### config.mk
export PLATFORM = sky130hd
export DESIGN_NAME = fp_packer
export DESIGN_NICKNAME = d
export VERILOG_FILES = /design/src/rtl/fp_pkg.sv /design/src/rtl/fp_packer_lzc32.sv /design/src/rtl/fp_packer.sv
export SDC_FILE = /design/constraint.sdc
export NUM_CORES = 1
export LEC_CHECK = 0
export CORE_ASPECT_RATIO = 0.75
export CORE_MARGIN = 3
export CORE_UTILIZATION = 45
export DETAILED_ROUTE_END_ITERATION = 8
export PLACE_DENSITY_LB_ADDON = 0.1
export SYNTH_ARGS = -nofsm -noshare
export SYNTH_HDL_FRONTEND = slang
export SYNTH_SLANG_ARGS = --single-unit
### constraint.sdc
create_clock -name clk -period 6.55 [get_ports clk]
set_clock_uncertainty 0.05 [all_clocks]
set_input_delay 1.31 -clock clk [delete_from_list [all_inputs] [get_ports clk]]
set_output_delay 1.31 -clock clk [all_outputs]
set_load 0.01 [all_outputs]
### src/rtl/fp_pkg.sv
// Shared float32 definitions for the packer/unpacker pair.
// Holds the IEEE-754 single-precision constants and field widths, the
// special-value class carried down the packer pipeline, and the unpacked
// float record exchanged with the unpacker side.
package fp_pkg;

    localparam int EXP_BIAS = 127;
    localparam int EXP_MAX  = 255;
    localparam logic [31:0] QNAN = 32'h7FC0_0000;

    localparam int SIGN_FW = 1;
    localparam int EXP_FW  = 8;
    localparam int FRAC_FW = 23;

    // Special-value class, resolved once at the input with nan > inf > zero.
    typedef enum logic [1:0] {
        CLS_NUM  = 2'd0,
        CLS_ZERO = 2'd1,
        CLS_INF  = 2'd2,
        CLS_NAN  = 2'd3
    } fp_class_t;

    typedef struct packed {
        logic        sign;
        logic [9:0]  exp;
        logic [31:0] mant;
        logic        nan;
        logic        inf;
        logic        zero;
    } fp_unpacked_t;

    function automatic fp_class_t classify(input logic nan, input logic inf,
                                           input logic zero, input logic mant_zero);
        if (nan)
            return CLS_NAN;
        else if (inf)
            return CLS_INF;
        else if (zero || mant_zero)
            return CLS_ZERO;
        else
            return CLS_NUM;
    endfunction

endpackage

### src/rtl/fp_packer_lzc32.sv
// lzc32: combinational leading-zero counter.
// Ports:
//   a   in  32  word to scan
//   cnt out  6  number of zeros above the leading one (32 when a == 0)
module lzc32 (
    input  logic [31:0] a,
    output logic [5:0]  cnt
);

    // Scanning upwards lets the highest set bit win.
    always_comb begin
        cnt = 6'd32;
        for (int unsigned i = 0; i < 32; i++) begin
            if (a[i])
                cnt = 6'(31 - i);
        end
    end

endmodule

### src/rtl/fp_packer.sv
// fp_packer: normalise, round-to-nearest-even and pack into float32.
// Three-stage pipeline (normalise / denormalise+round / pack) with a global
// stall: every stage advances only when the output register can move.
// Ports:
//   clk, reset            clock, synchronous active-high reset
//   in_valid/in_ready     input handshake
//   in_sign, in_exp       sign and signed exponent biased by 127
//   in_mant               unnormalised mantissa, binary point between bits 30 and 29
//   in_nan/inf/zero       special-case flags
//   out_valid/out_ready   output handshake
//   out_data              packed float32
//   out_ovf, out_unf      overflow to infinity, tiny and inexact
//   out_inexact           rounding discarded nonzero bits
module fp_packer
    import fp_pkg::*;
#(
    parameter int MANT_W = 32,   // the datapath assumes 32 (lzc32, bit-31 headroom)
    parameter int EXP_W  = 10
) (
    input  logic              clk,
    input  logic              reset,
    input  logic              in_valid,
    output logic              in_ready,
    input  logic              in_sign,
    input  logic [EXP_W-1:0]  in_exp,
    input  logic [MANT_W-1:0] in_mant,
    input  logic              in_nan,
    input  logic              in_inf,
    input  logic              in_zero,
    output logic              out_valid,
    input  logic              out_ready,
    output logic [31:0]       out_data,
    output logic              out_ovf,
    output logic              out_unf,
    output logic              out_inexact
);

    localparam logic signed [EXP_W:0] E_OFF  = (EXP_W+1)'(30);
    localparam logic signed [EXP_W:0] E_ZERO = '0;
    localparam logic signed [EXP_W:0] E_ONE  = (EXP_W+1)'(1);
    localparam logic signed [EXP_W:0] SH_LIM = (EXP_W+1)'(32);
    localparam logic signed [EXP_W:0] E_TOP  = (EXP_W+1)'(EXP_MAX);
    localparam logic [31:0]           ONES   = '1;

    logic adv;
    assign adv      = !out_valid || out_ready;
    assign in_ready = adv;

    // ---------------- stage 1: normalise ----------------
    logic [5:0]              lz;
    logic signed [EXP_W:0]   e_in, p_s, s1_e_nx;
    logic [31:0]             m_n;
    fp_class_t               cls_nx;

    lzc32 u_lzc (
        .a   (in_mant),
        .cnt (lz)
    );

    always_comb begin
        e_in    = {in_exp[EXP_W-1], in_exp};
        p_s     = (EXP_W+1)'(6'd31 - lz);
        s1_e_nx = e_in + p_s - E_OFF;
        m_n     = in_mant << lz;
        cls_nx  = classify(in_nan, in_inf, in_zero, in_mant == '0);
    end

    logic                  s1_valid, s1_sign;
    fp_class_t             s1_cls;
    logic signed [EXP_W:0] s1_e;
    logic [31:0]           s1_m;

    // ---------------- stage 2: denormalise and round ----------------
    logic                  tiny, big, dn_sticky, guard, sticky, rnd;
    logic signed [EXP_W:0] sh, e_rnd;
    logic [4:0]            sh5;
    logic [31:0]           m_d;
    logic [24:0]           sig_r;

    always_comb begin
        tiny      = s1_e <= E_ZERO;
        sh        = E_ONE - s1_e;
        big       = sh >= SH_LIM;
        sh5       = sh[4:0];
        m_d       = s1_m;
        dn_sticky = 1'b0;
        if (tiny) begin
            if (big) begin
                m_d       = '0;
                dn_sticky = |s1_m;
            end else begin
                m_d       = s1_m >> sh5;
                dn_sticky = |(s1_m & ~(ONES << sh5));
            end
        end
        guard  = m_d[7];
        sticky = (|m_d[6:0]) | dn_sticky;
        rnd    = guard & (sticky | m_d[8]);
        sig_r  = {1'b0, m_d[31:8]} + 25'(rnd);
        // A subnormal carrying into bit 23 is exactly 2^-126, i.e. field 1;
        // a normal carrying out of bit 23 bumps the exponent and leaves frac 0.
        if (tiny) begin
            e_rnd    = '0;
            e_rnd[0] = sig_r[23];
        end else begin
            e_rnd = s1_e + (EXP_W+1)'(sig_r[24]);
        end
    end

    logic                  s2_valid, s2_sign, s2_tiny, s2_inexact;
    fp_class_t             s2_cls;
    logic signed [EXP_W:0] s2_e;
    logic [22:0]           s2_frac;

    // ---------------- stage 3: pack ----------------
    logic [31:0] pk_data;
    logic        pk_ovf, pk_unf, pk_inx;

    always_comb begin
        pk_data = '0;
        pk_ovf  = 1'b0;
        pk_unf  = 1'b0;
        pk_inx  = 1'b0;
        case (s2_cls)
            CLS_NAN:  pk_data = QNAN;
            CLS_INF:  pk_data = {s2_sign, 8'hFF, 23'h0};
            CLS_ZERO: pk_data = {s2_sign, 31'h0};
            default: begin
                if (s2_e >= E_TOP) begin
                    pk_data = {s2_sign, 8'hFF, 23'h0};
                    pk_ovf  = 1'b1;
                    pk_inx  = 1'b1;
                end else begin
                    pk_data = {s2_sign, s2_e[EXP_FW-1:0], s2_frac};
                    pk_unf  = s2_tiny & s2_inexact;
                    pk_inx  = s2_inexact;
                end
            end
        endcase
    end

    // Valids and visible outputs are reset; internal payload is not.
    always_ff @(posedge clk) begin
        if (reset) begin
            s1_valid    <= 1'b0;
            s2_valid    <= 1'b0;
            out_valid   <= 1'b0;
            out_data    <= '0;
            out_ovf     <= 1'b0;
            out_unf     <= 1'b0;
            out_inexact <= 1'b0;
        end else if (adv) begin
            s1_valid  <= in_valid;
            s2_valid  <= s1_valid;
            out_valid <= s2_valid;
            if (s2_valid) begin
                out_data    <= pk_data;
                out_ovf     <= pk_ovf;
                out_unf     <= pk_unf;
                out_inexact <= pk_inx;
            end
        end
    end

    always_ff @(posedge clk) begin
        if (adv) begin
            if (in_valid) begin
                s1_sign <= in_sign;
                s1_cls  <= cls_nx;
                s1_e    <= s1_e_nx;
                s1_m    <= m_n;
            end
            if (s1_valid) begin
                s2_sign    <= s1_sign;
                s2_cls     <= s1_cls;
                s2_e       <= e_rnd;
                s2_frac    <= sig_r[22:0];
                s2_tiny    <= tiny;
                s2_inexact <= guard | sticky;
            end
        end
    end

endmodule

==> impl_metrics.toml <==
[global_routing]
grt_max_degree = 70
grtUsageMet1_pct = 41.60
antenna_found_initial = 0
use_met2_pct = 36.86
grtUsageTotal_pct = 26.54
grt_pass1_vias = 8652
use_met3_pct = 6.828
grt-ovfl-total = 0
grt_pass1_wl_um = 51680
busiest_layer = "met1"

[setup_path]
critPathRequiredTime_ns = 6.68
crit_path_frequent_cell = "ha_1"
arrival_ns = 5.75
crit_path_max_fanout = 46
worstSetupPathType = "reg -> reg"
cp_top_family = "simple AND/OR/NAND/NOR gates"
critPathSlowestCell = "edfxtp_1"
start_kind = "flip-flop"
critPathBufInv = 4
cpPeakStageDelay_ns = 0.56
worstSetupEndpointType = "flip-flop"

[synth]
synthArstFlopShare_pct = 0
synth.avg_cell_area_um2 = 8.873
synthTopCellsByArea = "edfxtp_1 25%, dfxtp_1 7.4%, mux2i_1 5.8%"
yosys_warnings = 0
yosys.area.top_type = "edfxtp_1"
seq_area_frac_synth_pct = 32.14
ys_types = 91
synth_top_area_share_pct = 24.76
synth_area_um2 = 10310
synth_nets = 1241
synth_edf_count = 85
synth_seq_cells = 123
synthFlopType = "edfxtp_1"
syn-instance-count = 1162

[power_and_ir_drop]
combPwrFrac_pct = 32.3
vdd_drop_max_mv = 0.1768
p_clk_share_pct = 32.5
seqPwrFrac_pct = 35.2
pwr_density_cell_nw_per_um2 = 235.4
p_leak_nw = 4.358
p_sw_share_pct = 35.18
power.internal_w = 0.001828
switching_power_w = 0.0009919

[sta]
hold_ws_ns = 0.3730
rsz0062_at_grt = "false"
post-route-min-period_ns = 5.619
timing_worst_slew_pin_value_ns = 1.111
fin_crit_sh_pct = 85.79
slew_viol_final = 0
setup_viol_count_final = 0
fin_tns_setup_ns = 0
setup_slack_ns = 0.9309
slew_headroom_pct = 25.91
max_freq_mhz = 178.0
hold_viol = 0

[floorplanning]
die_x_um = 180.8
fp-row-count = 47
io_pins = 87
initial_utilization_pct = 46.26
dieArea_um2 = 24780
chipHeight_um = 137.1
core_um2 = 22290

[route]
wl_um = 33360
first_iter_violations = 1213
antenna_left = 0
drtPass1Iterations = 6
vias_per_cell = 6.421
drc_errors = 0
num_vias = 9702
routedWlPerCell_um = 22.08

[cells_and_area]
finish.instance_area_um2 = 11980
seqCellArea_um2 = 3313
multi_input_area_um2 = 6382
final.fill_count = 2107
utilization_pct = 53.76
drive_gt1_share_pct = 12.57
area_growth_pct = 16.21
nNetsFinal = 1283
diodes = 0

[cts]
numCtsBuffers = 17
cts_tree = "yes"
post_cts_buffers = 0
root_buffer = "clkbuf_16"
clockBufferDepth = 2
holdBufCountCts = 0
clock_sinks = 123
htree_levels = 4
cts_resized = 0
insertion_delay_ns = 0.43
clk_pin_slew_ns = 0.06

[placed_design]
port_buffers = 86
hpwl_um = 24610
place.gp.congestion = 0.9875
dp_slack_ns = 0.7458
placed_cell_area_um2 = 11400

[run]
cap_viol_max_count = 0

[hold_path]
hp-class = "reg -> reg"

[run_status]
outcome = "completed"
[path summary, 6_finish.rpt]
kind | from | end | slack [ns] | depth (start not counted)
worst max register to register | s1_e[2]$_DFFE_PP_ | s2_e[6]$_SDFFCE_PN0P_ | 0.93 | 26
worst min-delay path | s1_sign$_DFFE_PP_ | s2_sign$_DFFE_PP_ | 0.37 | 0
worst min register to register | s1_sign$_DFFE_PP_ | s2_sign$_DFFE_PP_ | 0.37 | 0
worst max-delay path | s1_e[2]$_DFFE_PP_ | s2_e[6]$_SDFFCE_PN0P_ | 0.93 | 26
[metrics by stage]
stage               cells  power, W
floorplan            1162  0.001607
global placement     1479  0.001887
detailed placement   1479  0.001882
CTS                  1511  0.002800
global route         1511  0.002940
finish               1511  0.002820
[layer usage]
metal  wire length, µm  part of all wire (%)  up-vias
met2             13540                    41      523
met1             16020                    48     4650
li1                  -                     -     4494
met4               327                  0.98        0
met5                 0                     0        -
met3              3470                    10       35
[cell usage after synthesis (11+ instances only)]
library cell	n
nand3_1	31
buf_2	14
nand2_1	83
clkbuf_1	61
o211ai_1	16
nor4_1	22
nor3_1	31
dfxtp_1	38
a21oi_1	68
inv_1	46
edfxtp_1	85
o22ai_1	24
nand4_1	23
xnor2_1	24
ha_1	28
and2_1	12
mux2_2	30
o21ai_0	45
a22oi_1	37
mux4_2	26
nor2_1	145
mux2i_1	60
xor2_1	11
[layout by cell type (no fill, tap or decap), types with 6 or more instances in the layout]
master	instances
a21oi_1	67
inv_1	46
buf_4	30
nand4_1	23
a22oi_1	37
o2111ai_1	6
o21ai_1	6
dfxtp_1	38
a211oi_1	9
o22ai_1	24
a32oi_1	7
nor2b_1	7
a22o_1	8
mux2i_1	60
xnor2_1	24
ha_1	28
mux4_2	26
o211ai_1	16
o21ai_0	45
nand2_1	83
edfxtp_1	85
xor2_1	11
nand2b_1	8
nor3_1	31
o221ai_1	6
clkdlybuf4s50_1	86
o31ai_1	7
and2_1	10
nor2_1	145
nor4_1	19
nand3_1	31
and3_1	10
clkbuf_16	19
mux2_2	30
[cells by family after synthesis]
kind of cell	synth area share, %
AO/OA/AOI/OAI	20.86
XOR/XNOR	2.973
adder cells (fa/ha/maj)	3.689
buffers and inverters	6.347
flip-flops	32.14
multiplexers	15.11
AND/OR/NAND/NOR	18.88
[sequential cells by signal (all words and copies together), names as in the netlist, 2 cells and up]
| name | cells |
|---|---|
| s1_cls | 2 |
| s2_frac | 23 |
| s1_e | 11 |
| s2_cls | 2 |
| out_data | 32 |
| s1_m | 32 |
| s2_e | 11 |
[power by group through the flow]
stage / clock network (W) / logic [W] / registers [W]
floorplan: 0 / 0.000656 / 0.000950
global placement: 0 / 0.000885 / 0.00100
detailed placement: 0 / 0.000882 / 0.00100
CTS: 0.000929 / 0.000886 / 0.000986
global route: 0.000965 / 0.000980 / 0.000995
finish: 0.000915 / 0.000912 / 0.000992
[final cells by class]
cell class | count | share of cell area (%)
sequential | 123 | 27.65
inverter | 51 | 1.733
multi-input combinational | 893 | 53.27
timing repair buffer | 118 | 9.398
clock buffer | 22 | 4.229
tap | 294 | 3.070
clock inverter | 10 | 0.6475
Power figures use the tool's default switching activity.
